--- config.mk ---
export PLATFORM = sky130hd
export DESIGN_NAME = hazard_ctrl_flat
export DESIGN_NICKNAME = d
export VERILOG_FILES = /design/src/rtl/riscv_cpu_pkg.sv /design/src/rtl/hazard_ctrl_if.sv /design/src/rtl/hazard_scoreboard.sv /design/src/rtl/hazard_ctrl.sv /design/src/flat_wrapper.sv
export SDC_FILE = /design/constraint.sdc
export NUM_CORES = 1
export LEC_CHECK = 0
export BUFFER_PORTS_ARGS = -buffer_cell sky130_fd_sc_hd__buf_4
export CORE_UTILIZATION = 47
export CTS_CLUSTER_DIAMETER = 60
export DETAILED_ROUTE_END_ITERATION = 12
export GPL_TIMING_DRIVEN = 1
export PLACE_DENSITY = 0.83
export SYNTH_ARGS = -nofsm -noshare
export SYNTH_HDL_FRONTEND = slang
export SYNTH_SLANG_ARGS = --single-unit
--- constraint.sdc ---
create_clock -name clk_i -period 3.05 [get_ports clk_i]
set_input_delay 0.915 -clock clk_i [delete_from_list [all_inputs] [get_ports clk_i]]
set_output_delay 0.915 -clock clk_i [all_outputs]
set_load 0.03 [all_outputs]
--- src/rtl/riscv_cpu_pkg.sv ---
// Shared types and constants for the ID-stage hazard sequencer and its scoreboard.
package riscv_cpu_pkg;

    localparam int ADDR_WIDTH        = 5;
    localparam int HAZARD_PIPE_DEPTH = 3;
    // Slots at or below this index hold instructions younger than the branch resolved in MEM.
    localparam int HAZARD_MEM_SLOT   = 1;

    typedef enum logic [1:0] {
        RUN   = 2'd0,
        STALL = 2'd1,
        FLUSH = 2'd2
    } hazard_state_e;

    typedef struct packed {
        logic                  valid;
        logic [ADDR_WIDTH-1:0] waddr;
    } sb_entry_t;

    // An operand only matters if it is actually read and is not the hardwired x0.
    function automatic logic operand_hazard(input logic                  use_flag,
                                            input logic [ADDR_WIDTH-1:0] raddr,
                                            input logic                  hit);
        return use_flag && (raddr != '0) && hit;
    endfunction

endpackage

--- src/rtl/hazard_ctrl_if.sv ---
// ID-stage <-> hazard sequencer signal bundle; master is the pipeline, slave is hazard_ctrl.
interface hazard_ctrl_if;

    logic                                id_valid_i;
    logic [riscv_cpu_pkg::ADDR_WIDTH-1:0] id_raddr_a_i;
    logic                                id_use_a_i;
    logic [riscv_cpu_pkg::ADDR_WIDTH-1:0] id_raddr_b_i;
    logic                                id_use_b_i;
    logic                                id_we_i;
    logic [riscv_cpu_pkg::ADDR_WIDTH-1:0] id_waddr_i;
    logic                                jal_op_i;
    logic                                branch_taken_i;

    logic                                if_stall_o;
    logic                                id_stall_o;
    logic                                if_flush_o;
    logic                                ex_bubble_o;
    logic                                ex_flush_o;
    logic [1:0]                          state_o;

    modport master (
        output id_valid_i, id_raddr_a_i, id_use_a_i, id_raddr_b_i, id_use_b_i,
               id_we_i, id_waddr_i, jal_op_i, branch_taken_i,
        input  if_stall_o, id_stall_o, if_flush_o, ex_bubble_o, ex_flush_o, state_o
    );

    modport slave (
        input  id_valid_i, id_raddr_a_i, id_use_a_i, id_raddr_b_i, id_use_b_i,
               id_we_i, id_waddr_i, jal_op_i, branch_taken_i,
        output if_stall_o, id_stall_o, if_flush_o, ex_bubble_o, ex_flush_o, state_o
    );

endinterface

--- src/rtl/hazard_scoreboard.sv ---
// Shift-register scoreboard of destination registers in flight in EX, MEM and WB.
module hazard_scoreboard
    import riscv_cpu_pkg::*;
#(
    parameter int PIPE_DEPTH = HAZARD_PIPE_DEPTH
) (
    input  logic                  clk_i,
    input  logic                  rst_ni,
    input  logic                  push_en,
    input  logic                  push_we,
    input  logic [ADDR_WIDTH-1:0] push_waddr,
    input  logic                  invalidate,
    input  logic [ADDR_WIDTH-1:0] raddr_a,
    input  logic [ADDR_WIDTH-1:0] raddr_b,
    output logic                  match_a,
    output logic                  match_b
);

    sb_entry_t             sb_reg [PIPE_DEPTH];
    sb_entry_t             push_entry;
    logic [PIPE_DEPTH-1:0] hit_a;
    logic [PIPE_DEPTH-1:0] hit_b;

    assign push_entry.valid = push_we && (push_waddr != '0);
    assign push_entry.waddr = push_waddr;

    // The MEM occupant on a taken branch is the branch itself, so it retires normally.
    always_ff @(posedge clk_i or negedge rst_ni) begin
        if (!rst_ni) begin
            for (int i = 0; i < PIPE_DEPTH; i++) begin
                sb_reg[i] <= '0;
            end
        end else begin
            sb_reg[0] <= push_en ? push_entry : '0;
            for (int i = 1; i < PIPE_DEPTH; i++) begin
                sb_reg[i] <= (invalidate && (i <= HAZARD_MEM_SLOT)) ? '0 : sb_reg[i-1];
            end
        end
    end

    for (genvar gi = 0; gi < PIPE_DEPTH; gi++) begin : g_match
        assign hit_a[gi] = sb_reg[gi].valid && (sb_reg[gi].waddr == raddr_a);
        assign hit_b[gi] = sb_reg[gi].valid && (sb_reg[gi].waddr == raddr_b);
    end

    assign match_a = |hit_a;
    assign match_b = |hit_b;

endmodule

--- src/rtl/hazard_ctrl.sv ---
// ID-stage stall/flush sequencer (no forwarding). Optional perf counters: HAZARD_PERF_CNT_EN.
module hazard_ctrl
    import riscv_cpu_pkg::*;
#(
    parameter int PIPE_DEPTH = HAZARD_PIPE_DEPTH
`ifdef HAZARD_PERF_CNT_EN
    ,
    parameter int CNT_WIDTH  = 32
`endif
) (
    input  logic                 clk_i,
    input  logic                 rst_ni,
    hazard_ctrl_if.slave         ctrl
`ifdef HAZARD_PERF_CNT_EN
    ,
    output logic [CNT_WIDTH-1:0] stall_cnt_o,
    output logic [CNT_WIDTH-1:0] flush_cnt_o
`endif
);

    hazard_state_e state_reg;
    logic          match_a;
    logic          match_b;
    logic          branch;
    logic          in_flush;
    logic          hazard_raw;
    logic          hazard;
    logic          jump;
    logic          push_en;
    logic          if_stall;
    logic          id_stall;
    logic          if_flush;
    logic          ex_bubble;
    logic          ex_flush;

    assign branch     = ctrl.branch_taken_i;
    assign in_flush   = (state_reg == FLUSH);
    assign hazard_raw = ctrl.id_valid_i &&
                        (operand_hazard(ctrl.id_use_a_i, ctrl.id_raddr_a_i, match_a) ||
                         operand_hazard(ctrl.id_use_b_i, ctrl.id_raddr_b_i, match_b));
    // The ID instruction during FLUSH is wrong-path, so neither its hazard nor its jump counts.
    assign hazard     = hazard_raw && !in_flush && !branch;
    assign jump       = ctrl.jal_op_i && !in_flush && !branch && !hazard;
    assign push_en    = ctrl.id_valid_i && !hazard && !branch && !in_flush;

    hazard_scoreboard #(
        .PIPE_DEPTH (PIPE_DEPTH)
    ) u_scoreboard (
        .clk_i      (clk_i),
        .rst_ni     (rst_ni),
        .push_en    (push_en),
        .push_we    (ctrl.id_we_i),
        .push_waddr (ctrl.id_waddr_i),
        .invalidate (branch),
        .raddr_a    (ctrl.id_raddr_a_i),
        .raddr_b    (ctrl.id_raddr_b_i),
        .match_a    (match_a),
        .match_b    (match_b)
    );

    always_ff @(posedge clk_i or negedge rst_ni) begin
        if (!rst_ni) begin
            state_reg <= RUN;
        end else begin
            case (state_reg)
                RUN: begin
                    if (branch)      state_reg <= FLUSH;
                    else if (hazard) state_reg <= STALL;
                end
                STALL: begin
                    if (branch)       state_reg <= FLUSH;
                    else if (!hazard) state_reg <= RUN;
                end
                FLUSH:   state_reg <= branch ? FLUSH : RUN;
                default: state_reg <= RUN;
            endcase
        end
    end

    // Decode follows the live hazard so the stall drops in the very cycle it clears.
    always_comb begin
        if_stall  = 1'b0;
        id_stall  = 1'b0;
        if_flush  = 1'b0;
        ex_bubble = 1'b0;
        ex_flush  = 1'b0;
        if (rst_ni) begin
            if (branch) begin
                if_flush  = 1'b1;
                ex_bubble = 1'b1;
                ex_flush  = 1'b1;
            end else if (in_flush) begin
                ex_bubble = 1'b1;
            end else if (hazard) begin
                if_stall  = 1'b1;
                id_stall  = 1'b1;
                ex_bubble = 1'b1;
            end else if (jump) begin
                if_flush  = 1'b1;
            end
        end
    end

    assign ctrl.if_stall_o  = if_stall;
    assign ctrl.id_stall_o  = id_stall;
    assign ctrl.if_flush_o  = if_flush;
    assign ctrl.ex_bubble_o = ex_bubble;
    assign ctrl.ex_flush_o  = ex_flush;
    assign ctrl.state_o     = state_reg;

`ifdef HAZARD_PERF_CNT_EN
    logic [CNT_WIDTH-1:0] stall_cnt_reg;
    logic [CNT_WIDTH-1:0] flush_cnt_reg;

    always_ff @(posedge clk_i or negedge rst_ni) begin
        if (!rst_ni) begin
            stall_cnt_reg <= '0;
            flush_cnt_reg <= '0;
        end else begin
            if (id_stall && (stall_cnt_reg != '1)) stall_cnt_reg <= stall_cnt_reg + CNT_WIDTH'(1);
            if (if_flush && (flush_cnt_reg != '1)) flush_cnt_reg <= flush_cnt_reg + CNT_WIDTH'(1);
        end
    end

    assign stall_cnt_o = stall_cnt_reg;
    assign flush_cnt_o = flush_cnt_reg;
`endif

endmodule

--- src/flat_wrapper.sv ---
// flat-port wrapper written by rule: the top's interface ports become plain ports
module hazard_ctrl_flat import riscv_cpu_pkg::*;
#(
    parameter int PIPE_DEPTH = HAZARD_PIPE_DEPTH

)
  (clk_i, rst_ni, ctrl_id_valid_i, ctrl_id_raddr_a_i, ctrl_id_use_a_i, ctrl_id_raddr_b_i, ctrl_id_use_b_i, ctrl_id_we_i, ctrl_id_waddr_i, ctrl_jal_op_i, ctrl_branch_taken_i, ctrl_if_stall_o, ctrl_id_stall_o, ctrl_if_flush_o, ctrl_ex_bubble_o, ctrl_ex_flush_o, ctrl_state_o);
  hazard_ctrl_if ctrl_i ();
  input  logic clk_i;
  input  logic rst_ni;
  input wire logic [$bits(ctrl_i.id_valid_i)-1:0] ctrl_id_valid_i;
  input wire logic [$bits(ctrl_i.id_raddr_a_i)-1:0] ctrl_id_raddr_a_i;
  input wire logic [$bits(ctrl_i.id_use_a_i)-1:0] ctrl_id_use_a_i;
  input wire logic [$bits(ctrl_i.id_raddr_b_i)-1:0] ctrl_id_raddr_b_i;
  input wire logic [$bits(ctrl_i.id_use_b_i)-1:0] ctrl_id_use_b_i;
  input wire logic [$bits(ctrl_i.id_we_i)-1:0] ctrl_id_we_i;
  input wire logic [$bits(ctrl_i.id_waddr_i)-1:0] ctrl_id_waddr_i;
  input wire logic [$bits(ctrl_i.jal_op_i)-1:0] ctrl_jal_op_i;
  input wire logic [$bits(ctrl_i.branch_taken_i)-1:0] ctrl_branch_taken_i;
  output wire logic [$bits(ctrl_i.if_stall_o)-1:0] ctrl_if_stall_o;
  output wire logic [$bits(ctrl_i.id_stall_o)-1:0] ctrl_id_stall_o;
  output wire logic [$bits(ctrl_i.if_flush_o)-1:0] ctrl_if_flush_o;
  output wire logic [$bits(ctrl_i.ex_bubble_o)-1:0] ctrl_ex_bubble_o;
  output wire logic [$bits(ctrl_i.ex_flush_o)-1:0] ctrl_ex_flush_o;
  output wire logic [$bits(ctrl_i.state_o)-1:0] ctrl_state_o;
  assign ctrl_i.id_valid_i = ctrl_id_valid_i;
  assign ctrl_i.id_raddr_a_i = ctrl_id_raddr_a_i;
  assign ctrl_i.id_use_a_i = ctrl_id_use_a_i;
  assign ctrl_i.id_raddr_b_i = ctrl_id_raddr_b_i;
  assign ctrl_i.id_use_b_i = ctrl_id_use_b_i;
  assign ctrl_i.id_we_i = ctrl_id_we_i;
  assign ctrl_i.id_waddr_i = ctrl_id_waddr_i;
  assign ctrl_i.jal_op_i = ctrl_jal_op_i;
  assign ctrl_i.branch_taken_i = ctrl_branch_taken_i;
  assign ctrl_if_stall_o = ctrl_i.if_stall_o;
  assign ctrl_id_stall_o = ctrl_i.id_stall_o;
  assign ctrl_if_flush_o = ctrl_i.if_flush_o;
  assign ctrl_ex_bubble_o = ctrl_i.ex_bubble_o;
  assign ctrl_ex_flush_o = ctrl_i.ex_flush_o;
  assign ctrl_state_o = ctrl_i.state_o;
  hazard_ctrl #(.PIPE_DEPTH(PIPE_DEPTH)) u_core (.clk_i(clk_i), .rst_ni(rst_ni), .ctrl(ctrl_i));
endmodule
Word level (Yosys, flattened, before mapping)
Index checks and enable logic that the tools add are counted.
{"block": "totals", "elab_cells": 70, "in_bits": 23, "ff_bits": 20}
{"block": "op_classes", "eq_ne": 10, "mux": 22, "n_reduce_logical": 31}
{"op": "5-bit equality test", "count": 6}
{"op": "1-bit logical AND", "count": 20}
{"op": "5-bit nonzero test", "count": 3}
{"op": "1-bit 2-to-1 mux", "count": 14}
{"op": "6-bit 2-to-1 mux", "count": 2}
{"op": "2-bit 2-to-1 mux", "count": 5}
{"op": "2-bit case mux with 3 select lines", "count": 1}
{"op": "3-bit OR reduction", "count": 2}
{"op": "1-bit zero test", "count": 3}
{"op": "3-bit by 2-bit != test with 1-bit output (second input constant)", "count": 1}
{"op": "3-bit != test (second input constant)", "count": 1}
{"op": "2-bit by 1-bit equality test with 1-bit output (second input constant)", "count": 1}
{"op": "2-bit equality test (second input constant)", "count": 1}
{"op": "2-bit zero test", "count": 1}
{"op": "2-bit AND reduction", "count": 1}
{"op": "1-bit logical OR", "count": 1}

Longest topological paths before layout
{"block": "depth", "word_depth": 15, "ltp_mapped": 9, "depth_no_buf": 8}

Modules after synthesis
A second synthesis with hierarchy kept.
{"block": "unflattened", "cells_unflattened": 110, "hier_area_um2": 1197.4}
{"module": "hazard_scoreboard", "n_inst": 1, "seq_area_each_um2": 450.4, "cells_each": 75, "area_per_inst_um2": 875.8}
{"module": "hazard_ctrl", "n_inst": 1, "seq_area_each_um2": 50.0, "cells_each": 35, "area_per_inst_um2": 321.6}

Worst setup path before layout
Ideal clock, no wire load.
{"block": "synth_path", "kind": "input to output", "start": "input port ctrl_id_raddr_b_i[3]", "end": "output port ctrl_if_stall_o", "n_path_buf": 1, "arrival_ps": 2549, "cell_stages": 7, "setup_slack_ps": -414, "t_required_ps": 2135, "cell_sequence": "xor2_1 -> nor4_1 -> nand3_1 -> a311oi_2 -> nor2_2 -> nor2_1 -> buf_4"}
{"block": "synth_between", "elab_chain_len": 12, "elab_cells_between_ends": 18}
{"item": "start: declaration", "line": "flat_wrapper.sv:14", "rtl": "input wire logic [$bits(ctrl_i.id_raddr_b_i)-1:0] ctrl_id_raddr_b_i;"}
{"item": "5-bit equality test", "line": "hazard_scoreboard.sv:43", "rtl": "assign hit_b[gi] = sb_reg[gi].valid && (sb_reg[gi].waddr == raddr_b);"}
{"item": "1-bit logical AND", "line": "hazard_scoreboard.sv:43"}
{"item": "3-bit OR reduction", "line": "hazard_scoreboard.sv:47", "rtl": "assign match_b = |hit_b;"}
{"item": "1-bit logical AND *", "line": "riscv_cpu_pkg.sv:24", "rtl": "return use_flag && (raddr != '0) && hit;"}
{"item": "1-bit logical OR *", "line": "hazard_ctrl.sv:39", "rtl": "(operand_hazard(ctrl.id_use_a_i, ctrl.id_raddr_a_i, match_a) ||"}
{"item": "1-bit logical AND *", "line": "hazard_ctrl.sv:38", "rtl": "assign hazard_raw = ctrl.id_valid_i &&"}
{"item": "1-bit logical AND * (2 in series)", "line": "hazard_ctrl.sv:42", "rtl": "assign hazard = hazard_raw && !in_flush && !branch;"}
{"item": "1-bit 2-to-1 mux * (4 in series)"}
{"item": "end: declaration", "line": "flat_wrapper.sv:20", "rtl": "output wire logic [$bits(ctrl_i.if_stall_o)-1:0] ctrl_if_stall_o;"}
Every way passes the cells marked *; elsewhere a longest branch is shown, timed or not.

Final worst setup path
{"block": "layout_path", "start": "input port ctrl_id_raddr_b_i[2]", "end": "output port ctrl_ex_bubble_o"}
{"block": "layout_between", "elab_chain_len": 12, "elab_cells_between_ends": 18}
{"item": "5-bit equality test", "line": "hazard_scoreboard.sv:43"}
{"item": "1-bit logical AND", "line": "hazard_scoreboard.sv:43"}
{"item": "3-bit OR reduction", "line": "hazard_scoreboard.sv:47"}
{"item": "1-bit logical AND *", "line": "riscv_cpu_pkg.sv:24"}
{"item": "1-bit logical OR *", "line": "hazard_ctrl.sv:39"}
{"item": "1-bit logical AND *", "line": "hazard_ctrl.sv:38"}
{"item": "1-bit logical AND * (2 in series)", "line": "hazard_ctrl.sv:42"}
{"item": "1-bit 2-to-1 mux *", "line": "hazard_ctrl.sv:94", "rtl": "end else if (hazard) begin"}
{"item": "1-bit 2-to-1 mux *", "line": "hazard_ctrl.sv:92", "rtl": "end else if (in_flush) begin"}
{"item": "1-bit 2-to-1 mux *", "line": "hazard_ctrl.sv:88", "rtl": "if (branch) begin"}
{"item": "1-bit 2-to-1 mux *", "line": "hazard_ctrl.sv:87", "rtl": "if (rst_ni) begin"}
{"item": "end: declaration", "line": "flat_wrapper.sv:23", "rtl": "output wire logic [$bits(ctrl_i.ex_bubble_o)-1:0] ctrl_ex_bubble_o;"}
Marked as above.

==> run metrics <==
H-Tree Level Count 1; post-place setup slack -0.3803 ns; Ports 30; PortBufs 29; failing checks negative setup slack; number of library cell types mapped by synthesis 32; crit start category input port; TNS Setup -1.570 ns; FP Rows 17; share of cells above drive strength 1 0.3889; min Tclk post-route 3.464 ns; DIE WIDTH 52.26 um; # hold bufs at CTS 0; Peak Freq between 0.2 and 0.3 GHz; Tot Pwr a little over 700 uW; CTS Buf Count 3; vias in the first global route around 1.1k; GRT Total Usage 0.2426; CP arrival between 2 and 3 ns; crit path launch ctrl_id_raddr_b_i[2]; Setup Crit Path Kind in -> out; Slew headroom 0.7466; CP max FO 4; Tightest Pin Transition between 0.3 and 0.4 ns; top cells by count, synth xor2_1, dfrtp_1; residual overflow from global routing 0; clk sinks 20; Final WS setup -0.4141 ns; Core Footprint ~2300 um2; power per cell area between 400 and 500 nW/um2; Area contributors post-synth dfrtp_1, xor2_1, xnor2_1; Via Count about 1.0k; Fin. Hold Viols 0; Peak VDD IR approximately 0.38 mV; Critical Path RT about 2.1 ns; final WL ~3.1 mm; reg2reg start u_core.u_scoreboard.sb_reg[8]$_DFF_PN0_; Yosys top cell area share 0.4215; ys async rst share 1.000; Root Driver clkbuf_4; Top FF cell, synth dfrtp_1; RSZ-0062 raised after global routing yes; DR pass1 iterations 4; initial core utilization 0.5169; setup violators final 4; Post-Syn Nets 142; worst clock skew between 0.007 and 0.008 ns; TritonCTS clock tree yes; pin count of the biggest net entering global routing 21; flop-to-flop setup slack 1.01 ns; initial drt markers 20; Routed WL per cell 16.18 um; CP Capture Type primary output; via/cell ratio about 5.5; clock-pin slew on the worst setup and hold paths roughly 0.11 ns; Post-Syn Area ~1200 um2; DP Wirelength roughly 2.1 mm; Post-Synthesis Cells 115; fin util 0.7500; max-cap violations 0; antenna-violating nets left 0; antenna cells 0; period utilization 1.136; max FFs per register 18; nets 190; DIE HEIGHT about 52 um; register bit total from synthesis 20; Post-synth EDFFs 0; first-pass GRT wire length 4.692 mm; Clock Latency Late Sink roughly 0.29 ns; Ys Warns 0; r2r endpoint u_core.ctrl.state_o[0]$_DFFE_PN0P_; CTS max path bufs 2; drt drc 0; DIE AREA about 2700 um2; Avg Cell Area, Syn 10.33 um2; status finished, violations left; worst hold path type reg -> reg; register area share after synthesis 0.4215; r2r worst-path depth 7; Pleak around 0.84 nW; Area growth, synth to finish 45.10%; initial antenna violation count 0; Synth area leader dfrtp_1; crit path to ctrl_ex_bubble_o; routability cong. about 0.95; fin. max-slew vios 0; count leader, synth xor2_1
==> critical path: stages <==
cell and delay (ns):
buf_8 0.11, xor2_1 0.14, nor4_1 0.31, nand3_1 0.16, a311oi_2 0.44, nor2_4 0.08, buf_4 0.14, a21oi_2 0.12
buf_6 0.14
==> layer usage <==
layer  up-vias  global-route usage  part of all wire
met5         -                   0                 0
met4         0              0.1009             0.030
met3        10             0.03478             0.054
met2        51              0.4145              0.52
met1       490              0.3046              0.40
li1        486                   -                 -
==> cell families (layout without fill, tap and decap cells) <==
family / count (synthesis) / count (layout) / synth area share
AOI/OAI and AO/OA: 14 / 14 / 0.08746
xor gates and xnor gates: 30 / 30 / 0.2213
adders and majority gates: 4 / 4 / 0.04215
buffers and inverters: 7 / 54 / 0.02529
DFF: 20 / 20 / 0.4215
muxes: 1 / 1 / 0.008430
and+or+nand+nor: 39 / 39 / 0.1939
==> per-stage QoR <==
step	cell area (um2)	std cells	hold WS, ns
after floorplan	1217	115	0.3731
final	1723	190	0.4502
after global placement	1541	181	0.3952
after detailed placement	1541	181	0.4005
after global routing	1723	190	0.4558
after CTS	1692	189	0.4388
==> power by group <==
part / switching, mW / leakage [nW] / internal, mW
clock: 0.0772 / 0.0279 / 0.133
combinational: 0.105 / 0.538 / 0.102
sequential: 0.0198 / 0.274 / 0.280
==> worst min path at each step <==
stage	start	endpoint	slack (ns)	cells after the start
global placement	u_core.u_scoreboard.sb_reg[11]$_DFF_PN0_	u_core.u_scoreboard.sb_reg[5]$_DFF_PN0_	0.40	0
CTS	u_core.u_scoreboard.sb_reg[11]$_DFF_PN0_	u_core.u_scoreboard.sb_reg[5]$_DFF_PN0_	0.44	0
floorplan	u_core.u_scoreboard.sb_reg[11]$_DFF_PN0_	u_core.u_scoreboard.sb_reg[5]$_DFF_PN0_	0.37	0
global route	u_core.u_scoreboard.sb_reg[11]$_DFF_PN0_	u_core.u_scoreboard.sb_reg[5]$_DFF_PN0_	0.46	0
detailed placement	u_core.u_scoreboard.sb_reg[11]$_DFF_PN0_	u_core.u_scoreboard.sb_reg[5]$_DFF_PN0_	0.40	0
finish	u_core.u_scoreboard.sb_reg[11]$_DFF_PN0_	u_core.u_scoreboard.sb_reg[5]$_DFF_PN0_	0.45	0
==> placed cells by master, fill, tap and decap left out, drive strengths merged, types with 3 or more instances in the layout <==
cell type	Yosys	layout
buf	1	45
xor2	24	24
dfrtp	20	20
nor2b	6	6
xnor2	6	6
nand3	6	6
and2	6	6
nor4	6	6
inv	5	5
nor2	5	5
ha	4	4
o21ai	4	4
clkbuf	1	3
a31oi	3	3
==> cell type report <==
type | count | area, um2
multi-input combinational | 88 | 733.2
fill | 139 | 574.3
sequential | 20 | 500.5
timing repair buffer | 45 | 382.9
tap | 28 | 35.03
clock inverter | 1 | 30.03
clock buffer | 3 | 22.52
inverter | 5 | 18.77
==> timing repair <==
action | 4_1_cts | 5_1_grt
setup endpoints to repair | 4 | 4
hold endpoints to repair | 0 | 0
pin swaps | 11 | 2
gates resized for setup | 15 | 4
buffers inserted | 4 | 1
Note: power is estimated with default switching activity, not from simulation.
